===== src/rtl/layer3_pkg.sv =====
// Shared types and constants for the layer-3 final-reduction accumulator.
package layer3_pkg;

  localparam int unsigned PROD_W = 32;
  localparam int unsigned CNT_W  = 16;
  localparam int unsigned OP_W   = 19;
  localparam int unsigned ERR_W  = 16;
  localparam int unsigned IDX_W  = 2;

  // Alignment of each layer-2 sum (a, b, c, d) within the product
  localparam int unsigned OP_SHIFT0 = 0;
  localparam int unsigned OP_SHIFT1 = 4;
  localparam int unsigned OP_SHIFT2 = 8;
  localparam int unsigned OP_SHIFT3 = 12;

  // Alignment of each error vector (ei, ej, ek, el) within the product
  localparam int unsigned ERR_SHIFT0 = 2;
  localparam int unsigned ERR_SHIFT1 = 6;
  localparam int unsigned ERR_SHIFT2 = 10;
  localparam int unsigned ERR_SHIFT3 = 14;

  typedef enum logic [1:0] {
    IDLE = 2'd0,
    SUM  = 2'd1,
    FIX  = 2'd2,
    DONE = 2'd3
  } state_t;

  // Zero-extend a partial sum to product width and place it at its weight
  function automatic logic [PROD_W-1:0] align_op(input logic [OP_W-1:0] v,
                                                 input int unsigned sh);
    return PROD_W'(v) << sh;
  endfunction

  // Zero-extend an error vector to product width and place it at its weight
  function automatic logic [PROD_W-1:0] align_err(input logic [ERR_W-1:0] v,
                                                  input int unsigned sh);
    return PROD_W'(v) << sh;
  endfunction

endpackage


===== src/rtl/layer3_accumulator_if.sv =====
// Operand/result handshake bundle between the compressor array, the
// accumulator and the product consumer.
interface layer3_accumulator_if;
  import layer3_pkg::*;

  logic              in_valid;
  logic              in_ready;
  logic              rec_en;
  logic [19:1]       a;
  logic [23:5]       b;
  logic [27:9]       c;
  logic [31:13]      d;
  logic [18:3]       ei;
  logic [22:7]       ej;
  logic [26:11]      ek;
  logic [30:15]      el;
  logic              out_valid;
  logic              out_ready;
  logic [32:1]       product;
  logic              err_flag;
  logic [CNT_W-1:0]  err_count;

  modport master (
    output in_valid, rec_en, a, b, c, d, ei, ej, ek, el, out_ready,
    input  in_ready, out_valid, product, err_flag, err_count
  );

  modport slave (
    input  in_valid, rec_en, a, b, c, d, ei, ej, ek, el, out_ready,
    output in_ready, out_valid, product, err_flag, err_count
  );

endinterface


===== src/rtl/layer3_accumulator.sv =====
// Layer-3 sequential reduction: captures four partial sums and four error
// vectors, adds them one per cycle into a 32-bit product, optionally adds the
// error terms back, and counts products that carried a non-zero error.
module layer3_accumulator
  import layer3_pkg::*;
(
  input logic                clk,
  input logic                rst,
  layer3_accumulator_if.slave bus
);

  state_t              state;
  state_t              state_next;
  logic [IDX_W-1:0]    idx;
  logic [PROD_W-1:0]   acc;
  logic [PROD_W-1:0]   term_c;
  logic [PROD_W-1:0]   acc_sum_c;
  logic                last_add_c;

  logic [OP_W-1:0]     cap_a;
  logic [OP_W-1:0]     cap_b;
  logic [OP_W-1:0]     cap_c;
  logic [OP_W-1:0]     cap_d;
  logic [ERR_W-1:0]    cap_ei;
  logic [ERR_W-1:0]    cap_ej;
  logic [ERR_W-1:0]    cap_ek;
  logic [ERR_W-1:0]    cap_el;
  logic                cap_rec;

  logic [PROD_W-1:0]   product_q;
  logic                err_flag_q;
  logic [CNT_W-1:0]    err_count_q;
  logic                in_ready_q;
  logic                out_valid_q;

  assign last_add_c = (idx == IDX_W'(3));
  assign acc_sum_c  = acc + term_c;

  // State register
  always_ff @(posedge clk) begin
    if (rst) state <= IDLE;
    else     state <= state_next;
  end

  // Next-state decode
  always_comb begin
    state_next = state;
    case (state)
      IDLE: if (bus.in_valid) state_next = SUM;
      SUM:  if (last_add_c)   state_next = cap_rec ? FIX : DONE;
      FIX:  if (last_add_c)   state_next = DONE;
      DONE: if (bus.out_ready) state_next = IDLE;
      default: state_next = IDLE;
    endcase
  end

  // Operand-alignment mux: pick this cycle's aligned addend by phase and idx
  always_comb begin
    term_c = '0;
    if (state == SUM) begin
      case (idx)
        2'd0: term_c = align_op(cap_a, OP_SHIFT0);
        2'd1: term_c = align_op(cap_b, OP_SHIFT1);
        2'd2: term_c = align_op(cap_c, OP_SHIFT2);
        2'd3: term_c = align_op(cap_d, OP_SHIFT3);
      endcase
    end else if (state == FIX) begin
      case (idx)
        2'd0: term_c = align_err(cap_ei, ERR_SHIFT0);
        2'd1: term_c = align_err(cap_ej, ERR_SHIFT1);
        2'd2: term_c = align_err(cap_ek, ERR_SHIFT2);
        2'd3: term_c = align_err(cap_el, ERR_SHIFT3);
      endcase
    end
  end

  // Handshake flags registered from the upcoming state
  always_ff @(posedge clk) begin
    if (rst) begin
      in_ready_q  <= 1'b1;
      out_valid_q <= 1'b0;
    end else begin
      in_ready_q  <= (state_next == IDLE);
      out_valid_q <= (state_next == DONE);
    end
  end

  // Capture, accumulate, publish the product and count errored results
  always_ff @(posedge clk) begin
    if (rst) begin
      cap_a       <= '0;
      cap_b       <= '0;
      cap_c       <= '0;
      cap_d       <= '0;
      cap_ei      <= '0;
      cap_ej      <= '0;
      cap_ek      <= '0;
      cap_el      <= '0;
      cap_rec     <= 1'b0;
      acc         <= '0;
      idx         <= '0;
      product_q   <= '0;
      err_flag_q  <= 1'b0;
      err_count_q <= '0;
    end else begin
      case (state)
        IDLE: begin
          if (bus.in_valid) begin
            cap_a      <= bus.a;
            cap_b      <= bus.b;
            cap_c      <= bus.c;
            cap_d      <= bus.d;
            cap_ei     <= bus.ei;
            cap_ej     <= bus.ej;
            cap_ek     <= bus.ek;
            cap_el     <= bus.el;
            cap_rec    <= bus.rec_en;
            err_flag_q <= (|bus.ei) | (|bus.ej) | (|bus.ek) | (|bus.el);
            acc        <= '0;
            idx        <= '0;
          end
        end
        SUM, FIX: begin
          acc <= acc_sum_c;
          idx <= idx + IDX_W'(1);
          if (state_next == DONE) product_q <= acc_sum_c;
        end
        DONE: begin
          if (bus.out_ready && err_flag_q && (err_count_q != {CNT_W{1'b1}}))
            err_count_q <= err_count_q + CNT_W'(1);
        end
        default: ;
      endcase
    end
  end

  assign bus.in_ready  = in_ready_q;
  assign bus.out_valid = out_valid_q;
  assign bus.product   = product_q;
  assign bus.err_flag  = err_flag_q;
  assign bus.err_count = err_count_q;

endmodule


===== src/flat_wrapper.sv =====
// flat-port wrapper written by rule: the top's interface ports become plain ports
module layer3_accumulator_flat import layer3_pkg::*;
  (clk, rst, bus_in_valid, bus_rec_en, bus_a, bus_b, bus_c, bus_d, bus_ei, bus_ej, bus_ek, bus_el, bus_out_ready, bus_in_ready, bus_out_valid, bus_product, bus_err_flag, bus_err_count);
  layer3_accumulator_if bus_i ();
  input logic clk;
  input logic rst;
  input wire logic [$bits(bus_i.in_valid)-1:0] bus_in_valid;
  input wire logic [$bits(bus_i.rec_en)-1:0] bus_rec_en;
  input wire logic [$bits(bus_i.a)-1:0] bus_a;
  input wire logic [$bits(bus_i.b)-1:0] bus_b;
  input wire logic [$bits(bus_i.c)-1:0] bus_c;
  input wire logic [$bits(bus_i.d)-1:0] bus_d;
  input wire logic [$bits(bus_i.ei)-1:0] bus_ei;
  input wire logic [$bits(bus_i.ej)-1:0] bus_ej;
  input wire logic [$bits(bus_i.ek)-1:0] bus_ek;
  input wire logic [$bits(bus_i.el)-1:0] bus_el;
  input wire logic [$bits(bus_i.out_ready)-1:0] bus_out_ready;
  output wire logic [$bits(bus_i.in_ready)-1:0] bus_in_ready;
  output wire logic [$bits(bus_i.out_valid)-1:0] bus_out_valid;
  output wire logic [$bits(bus_i.product)-1:0] bus_product;
  output wire logic [$bits(bus_i.err_flag)-1:0] bus_err_flag;
  output wire logic [$bits(bus_i.err_count)-1:0] bus_err_count;
  assign bus_i.in_valid = bus_in_valid;
  assign bus_i.rec_en = bus_rec_en;
  assign bus_i.a = bus_a;
  assign bus_i.b = bus_b;
  assign bus_i.c = bus_c;
  assign bus_i.d = bus_d;
  assign bus_i.ei = bus_ei;
  assign bus_i.ej = bus_ej;
  assign bus_i.ek = bus_ek;
  assign bus_i.el = bus_el;
  assign bus_i.out_ready = bus_out_ready;
  assign bus_in_ready = bus_i.in_ready;
  assign bus_out_valid = bus_i.out_valid;
  assign bus_product = bus_i.product;
  assign bus_err_flag = bus_i.err_flag;
  assign bus_err_count = bus_i.err_count;
  layer3_accumulator u_core (.clk(clk), .rst(rst), .bus(bus_i));
endmodule

===== config.mk =====
export PLATFORM = sky130hd
export DESIGN_NAME = layer3_accumulator_flat
export DESIGN_NICKNAME = d
export VERILOG_FILES = /design/src/rtl/layer3_pkg.sv /design/src/rtl/layer3_accumulator_if.sv /design/src/rtl/layer3_accumulator.sv /design/src/flat_wrapper.sv
export SDC_FILE = /design/constraint.sdc
export NUM_CORES = 1
export LEC_CHECK = 0
export CAP_MARGIN = 20
export CORE_MARGIN = 3
export CORE_UTILIZATION = 40
export DETAILED_ROUTE_END_ITERATION = 6
export HOLD_SLACK_MARGIN = 0.1
export PLACE_DENSITY = 0.7
export SYNTH_ARGS = -nofsm -noshare
export SYNTH_HDL_FRONTEND = slang
export SYNTH_SLANG_ARGS = --single-unit

===== constraint.sdc =====
create_clock -name clk -period 6.9 [get_ports clk]
set_input_delay 0.69 -clock clk [delete_from_list [all_inputs] [get_ports clk]]
set_output_delay 0.69 -clock clk [all_outputs]
set_load 0.02 [all_outputs]

==> results of run 1 <==
## power by group
part,internal [mW],total [mW],switching [mW]
logic,0.141,0.352,0.211
registers,1.38,1.41,0.0338
clock network,0.923,1.46,0.539
## through the flow
stage                     power (mW)  cell area (um2)
final                          3.224            14130
after global routing           3.341            14130
after CTS                      3.245            14130
after detailed placement       1.786            13210
after global placement         1.780            13210
after floorplan                1.623            11140
## cell usage after synthesis (4+ instances only)
master	instances
nand2_1	396
dfxtp_1	228
a21oi_1	212
nor2_1	98
clkbuf_1	85
o21ai_0	46
ha_1	40
a22oi_1	30
xor2_1	24
nand3_1	23
a222oi_1	19
nor4_1	19
xnor2_1	19
a211oi_1	18
inv_1	18
a21o_1	16
nand4_1	13
mux2i_1	12
and3_1	11
buf_2	11
a31oi_1	10
a22o_1	9
buf_1	9
nor3_1	8
o21a_1	8
and2_1	6
and4_1	6
nor2b_1	6
a21oi_2	4
nand2b_1	4
o211ai_1	4
## cell families after synthesis
group,Yosys count
and+or+nand+nor,608
xor gates and xnor gates,43
adders and majority gates,41
muxes,12
DFF,228
AOI/OAI and AO/OA,403
buffers and inverters,127
## registers in the layout, indices dropped and copies added (netlist names)
signal	count
u_core.bus.err_count	16
u_core.bus.err_flag	1
u_core.acc	32
u_core.idx	2
u_core.cap_ej	16
u_core.cap_el	16
u_core.cap_c	19
u_core.bus.in_ready	1
u_core.cap_a	19
u_core.cap_d	19
u_core.bus.out_valid	1
u_core.cap_ei	16
u_core.cap_rec	1
u_core.state	2
u_core.cap_b	19
u_core.bus.product	32
u_core.cap_ek	16
## final cells by class
cell class / instances / area, um2
tap: 372 / 465.4
sequential: 228 / 4564
clock inverter: 8 / 145.1
inverter: 19 / 71.32
multi-input combinational: 1107 / 6082
fill: 2647 / 13050
clock buffer: 37 / 773.2
timing repair buffer: 205 / 2028
## critical path: cells and delay by family (launching register included)
family | cells | cell delay (ns)
xor gates and xnor gates | 1 | 0.14
adders and majority gates | 2 | 0.89
AOI/OAI and AO/OA | 6 | 1.29
buffers and inverters | 2 | 0.50
and+or+nand+nor | 5 | 1.37
DFF | 1 | 0.34
## metal layers
| layer | GRT usage (%) | vias up | wire [um] |
|---|---|---|---|
| met5 | 0 | - | 0 |
| met3 | 3.953 | 36 | 2416 |
| met4 | 4.493 | 0 | 432 |
| met2 | 35.08 | 397 | 15710 |
| met1 | 31.60 | 5124 | 16260 |
| li1 | - | 5315 | - |
## worst max-delay path by stage
stage | end | from | cells after the start | slack (ns)
floorplan | u_core.bus.product[31] | u_core.state[1] | 17 | 3.17
CTS | u_core.acc[28] | u_core.state[1] | 16 | 2.29
finish | u_core.acc[28] | u_core.state[1] | 16 | 2.27
detailed placement | u_core.acc[28] | u_core.state[1] | 16 | 2.30
global placement | u_core.acc[28] | u_core.state[1] | 16 | 2.46
global route | u_core.acc[28] | u_core.state[1] | 16 | 1.93
==> run metrics, run 1 <==
outcome=completed; Tcrit/Tclk final=67.14%; slowest stage cell, crit path=nand2b_1; maximum vdd drop=0.1511 mV; Hold Path Origin=u_core.bus.product[9]; pre-CTS setup slack=2.301 ns; Critical Path Source Type=register; CTS HTree Levels=1; most frequent cells in the layout=nand2_1, dfxtp_1, a21oi_1; mux share of post-synthesis cell area=1.078%; RD Place Congestion=about 0.93; largest net degree at the start of global routing=113; Critical R2R Launch=u_core.state[1]; sequential share of the synthesized area=between 40% and 50%; reg-to-reg slack, setup=2.27 ns; TritonCTS clock tree=yes; Reg clk slew, reported paths=0.06 ns; routed via count=10870; number of port buffers=195; Reg-to-Reg End=u_core.acc[28]; top-area cell type share of the netlist area=40.98%; Post-Synth XOR/XNOR Area=3.381%; largest family of logic cells by synthesized area=simple AND/OR/NAND/NOR gates; CTS Root Cell=clkbuf_16; Post-Syn Area per Cell=between 7 and 8 um2; Via density=roughly 5.5; row count=60; pwr dens=228.2 nW/um2; Min Hold Slack=0.4533 ns; Final Non-Filler Cells=1976; post-synthesis compound-gate area fraction=22.21%; worst path cell trace=inv_1, ha_2, buf_4, nand2b_1, nor2_1, a21oi_1, nor2_1, ha_1, a21oi_1, o21ai_0, nor2_1, or4b_1, a311oi_1, o21ai_0, xnor2_1, o21ai_0; DR pass1 iterations=6; ys async rst share=0%; Placeable Area=27180 um2; total grt overflow=0; first-pass GRT wire length=55.12 mm; Nets=around 1800; Syn Std Cell Area=between 10000 and 15000 um2; yosys warns=0; synth top area cells=dfxtp_1, nand2_1, a21oi_1; cells on worst reg2reg path=16; post-synthesis adder-cell area fraction=under 10%; fin util=51.99%; CTS resizes=0; post-synth cell types=65; Die Y=~170 um; Num CTS Buffers=26; Starting DRT DRC Count=998; Layout Area Growth over Synthesis=26.86%; worst endpoint required time=7.35 ns; starting density of the core=40.99%; Worst Path Arrival=5.08 ns; Rel. slew slack=roughly 29%; IO Pins=about 200; total of max-cap violations=0; final setup fails=0; Lkg Pwr=5.248 nW; total clock sinks=228; ANT nets after route=0; Post-Synthesis Cells=1462; Hold Fails Final Rpt=0; critical path peak fanout=25; crit path kind=register to register; Die ar.=29880 um2; Max Fclk=215.9 MHz; postcts setup bufs=0; setup TNS=0 ns; number of global-route vias before repair=approximately 10000; min-delay worst type=register to register; hold depth=2; worst setup margin=roughly 2.3 ns; commonest non-fill, non-tap cell in the layout=nand2_1; DP Cell Count=1931; routed len/inst=17.62 um; Worst Hold Path EP=u_core.bus.product[9]; initial antenna violation count=0; Die W=172.9 um; Clock Tree Buf Depth=3; Post-Syn Nets=between 1500 and 2000; ant diodes=0; cell taking the most area after synthesis=dfxtp_1; Clk Latency, worst-skew pair=0.53 ns; Primary FF master, synth=dfxtp_1; clock skew=0.009847 ns; WL final=34.82 mm; DRC Markers=0; number of flops mapped to enable cells by yosys=0; post-synthesis simple-gate area fraction=23.07%; Worst Tran Pin Value=1.071 ns; crit path time final=4.633 ns; #FFs+latches synth=228; CTS Hold Bufs=0; CP peak stage delay=0.55 ns; fin. max-slew vios=0; total track usage=between 20% and 30%; RSZ-0062 raised after global routing=no; Crit. End Element=register; share of layout cells above drive strength 1=between 4 and 5%; DP Wirelength=approximately 25 mm
Note: power is estimated with default switching activity, not from simulation.
==> run 2: changes to the inputs <==
PLACE_DENSITY = 0.73   (was 0.7)
clock period = 4.1 ns   (was 6.9 ns; I/O delays follow)
==> run 2 against run 1 <==
Effect of this change: non-clock buffer count grew 23; combinational power grew 71%; final cell count grew 1.1%; register-to-register slack lost 2.0 ns; clock power grew 45%; clock skew grew 0.0038 ns; global-route usage shrank 0.40 points; sequential cell count is the same; wire length shrank 1.8%; critical path type unchanged; critical endpoint is now u_core.bus.product[31]; largest cell class unchanged.
==> run metrics, run 2 (synthesis results as in run 1) <==
outcome=completed; Hold Fails Final Rpt=0; RSZ-0062 raised after global routing=no; routed via count=10890; final setup fails=0; total clock sinks=228; share of layout cells above drive strength 1=6.027%; maximum vdd drop=between 0.2 and 0.25 mV; hold depth=2; CTS Root Cell=clkbuf_16; Critical R2R Launch=u_core.idx[1]; fin. max-slew vios=0; Clk Latency, worst-skew pair=0.52 ns; Worst Tran Pin Value=1.087 ns; Rel. slew slack=around 28%; cells on worst reg2reg path=16; number of global-route vias before repair=10270; commonest non-fill, non-tap cell in the layout=nand2_1; CTS HTree Levels=1; Via density=roughly 5.5; pre-CTS setup slack=between 0.1 and 0.15 ns; ant diodes=0; Starting DRT DRC Count=949; Buf/Inv on CP=2; CTS Hold Bufs=0; CP delay by family, top=compound AO/OA/AOI/OAI gates; Nets=1794; starting density of the core=about two fifths; Worst Hold Path EP=u_core.cap_d[18]; min-delay worst type=primary input to register; initial antenna violation count=0; setup TNS=0 ns; postcts setup bufs=0; CP peak stage delay=0.48 ns; reg-to-reg slack, setup=0.26 ns; critical path peak fanout=10; Reg clk slew, reported paths=0.06 ns; Die Y=172.9 um; Placeable Area=27180 um2; slowest stage cell, crit path=or4_1; worst endpoint required time=between 4 and 5 ns; Clock Tree Buf Depth=3; first-pass GRT wire length=54.30 mm; crit path kind=register to register; Worst Path Arrival=4.30 ns; RD Place Congestion=0.9237; Critical Path Source Type=register; number of port buffers=195; Num CTS Buffers=24; worst setup margin=0.2602 ns; WL final=about 34 mm; total grt overflow=0; crit path time final=3.840 ns; largest net degree at the start of global routing=113; total track usage=21.69%; pwr dens=359.0 nW/um2; Die W=172.9 um; Crit. End Element=register; Hold Path Origin=rst; Tcrit/Tclk final=between 90% and 100%; most frequent cells in the layout=nand2_1, dfxtp_1, a21oi_1; row count=60; Die ar.=29880 um2; Reg-to-Reg End=u_core.bus.product[31]; DRC Markers=0; ANT nets after route=0; IO Pins=between 150 and 200; Layout Area Growth over Synthesis=27.68%; worst path cell trace=inv_1, ha_1, buf_4, a222oi_1, o21ai_0, nand2_1, o21ai_0, ha_1, and3_2, nand3_1, a211oi_2, o31ai_1, a211oi_1, o21ai_1, or4_1, nand3_1; DP Wirelength=around 25 mm; total of max-cap violations=0; Lkg Pwr=5.302 nW; routed len/inst=17.11 um; FILL cells=2610; Max Fclk=around 260 MHz; clock skew=0.01363 ns; DR pass1 iterations=6; TritonCTS clock tree=yes
## run 2: area by class of cell
type	count	area, um2	area share [%]
multi-input cells	1107	6122	43.05
flip-flops and latches	228	4564	32.10
repair buffers	228	2226	15.65
clock buffers	40	752.0	5.288
well taps	372	465.4	3.273
inverters	19	71.32	0.5015
clock inverters	4	20.02	0.1408
## run 2: power by group
part	internal [mW]	total [mW]	switching (mW)
registers	2.32	2.38	0.0621
clock network	1.24	2.12	0.880
logic	0.253	0.602	0.349
total	3.81	5.10	1.29
## run 2: how the worst max path moves through the flow
stage,slack (ns),startpoint,endpoint,cells past startpoint
after floorplan,0.37,u_core.state[1],u_core.bus.product[31],17
after global placement,0.22,u_core.idx[1],u_core.bus.product[31],16
after detailed placement,0.12,u_core.idx[0],u_core.acc[28],16
after CTS,0.12,u_core.idx[0],u_core.acc[28],16
after global routing,0.03,u_core.idx[1],u_core.acc[28],16
final,0.26,u_core.idx[1],u_core.bus.product[31],16
## run 2: stage by stage
stage	power (mW)	util [%]	cell area (um2)	std cells	hold WS, ns
after floorplan	2.731	-	11140	1462	0.4315
after global placement	3.013	49.34	13410	1954	0.4426
after detailed placement	3.023	49.34	13410	1954	0.4471
after CTS	5.135	52.18	14180	1998	0.4224
after global routing	5.305	52.33	14220	1998	0.4310
final	5.105	52.33	14220	1998	0.4255
## run 2: timing repair
action,4_1_cts,5_1_grt
setup endpoints to repair,0,13
endpoints found under the hold margin,0,0
resized for setup,0,9
## run 2: per-layer routing
metal | vias to the layer above | global-route usage (%) | part of all wire [%]
li1 | 5349 | - | -
met1 | 5058 | 30.87 | 45
met2 | 417 | 33.82 | 45
met3 | 68 | 3.535 | 7.3
met4 | 0 | 6.588 | 2.7
met5 | - | 0 | 0
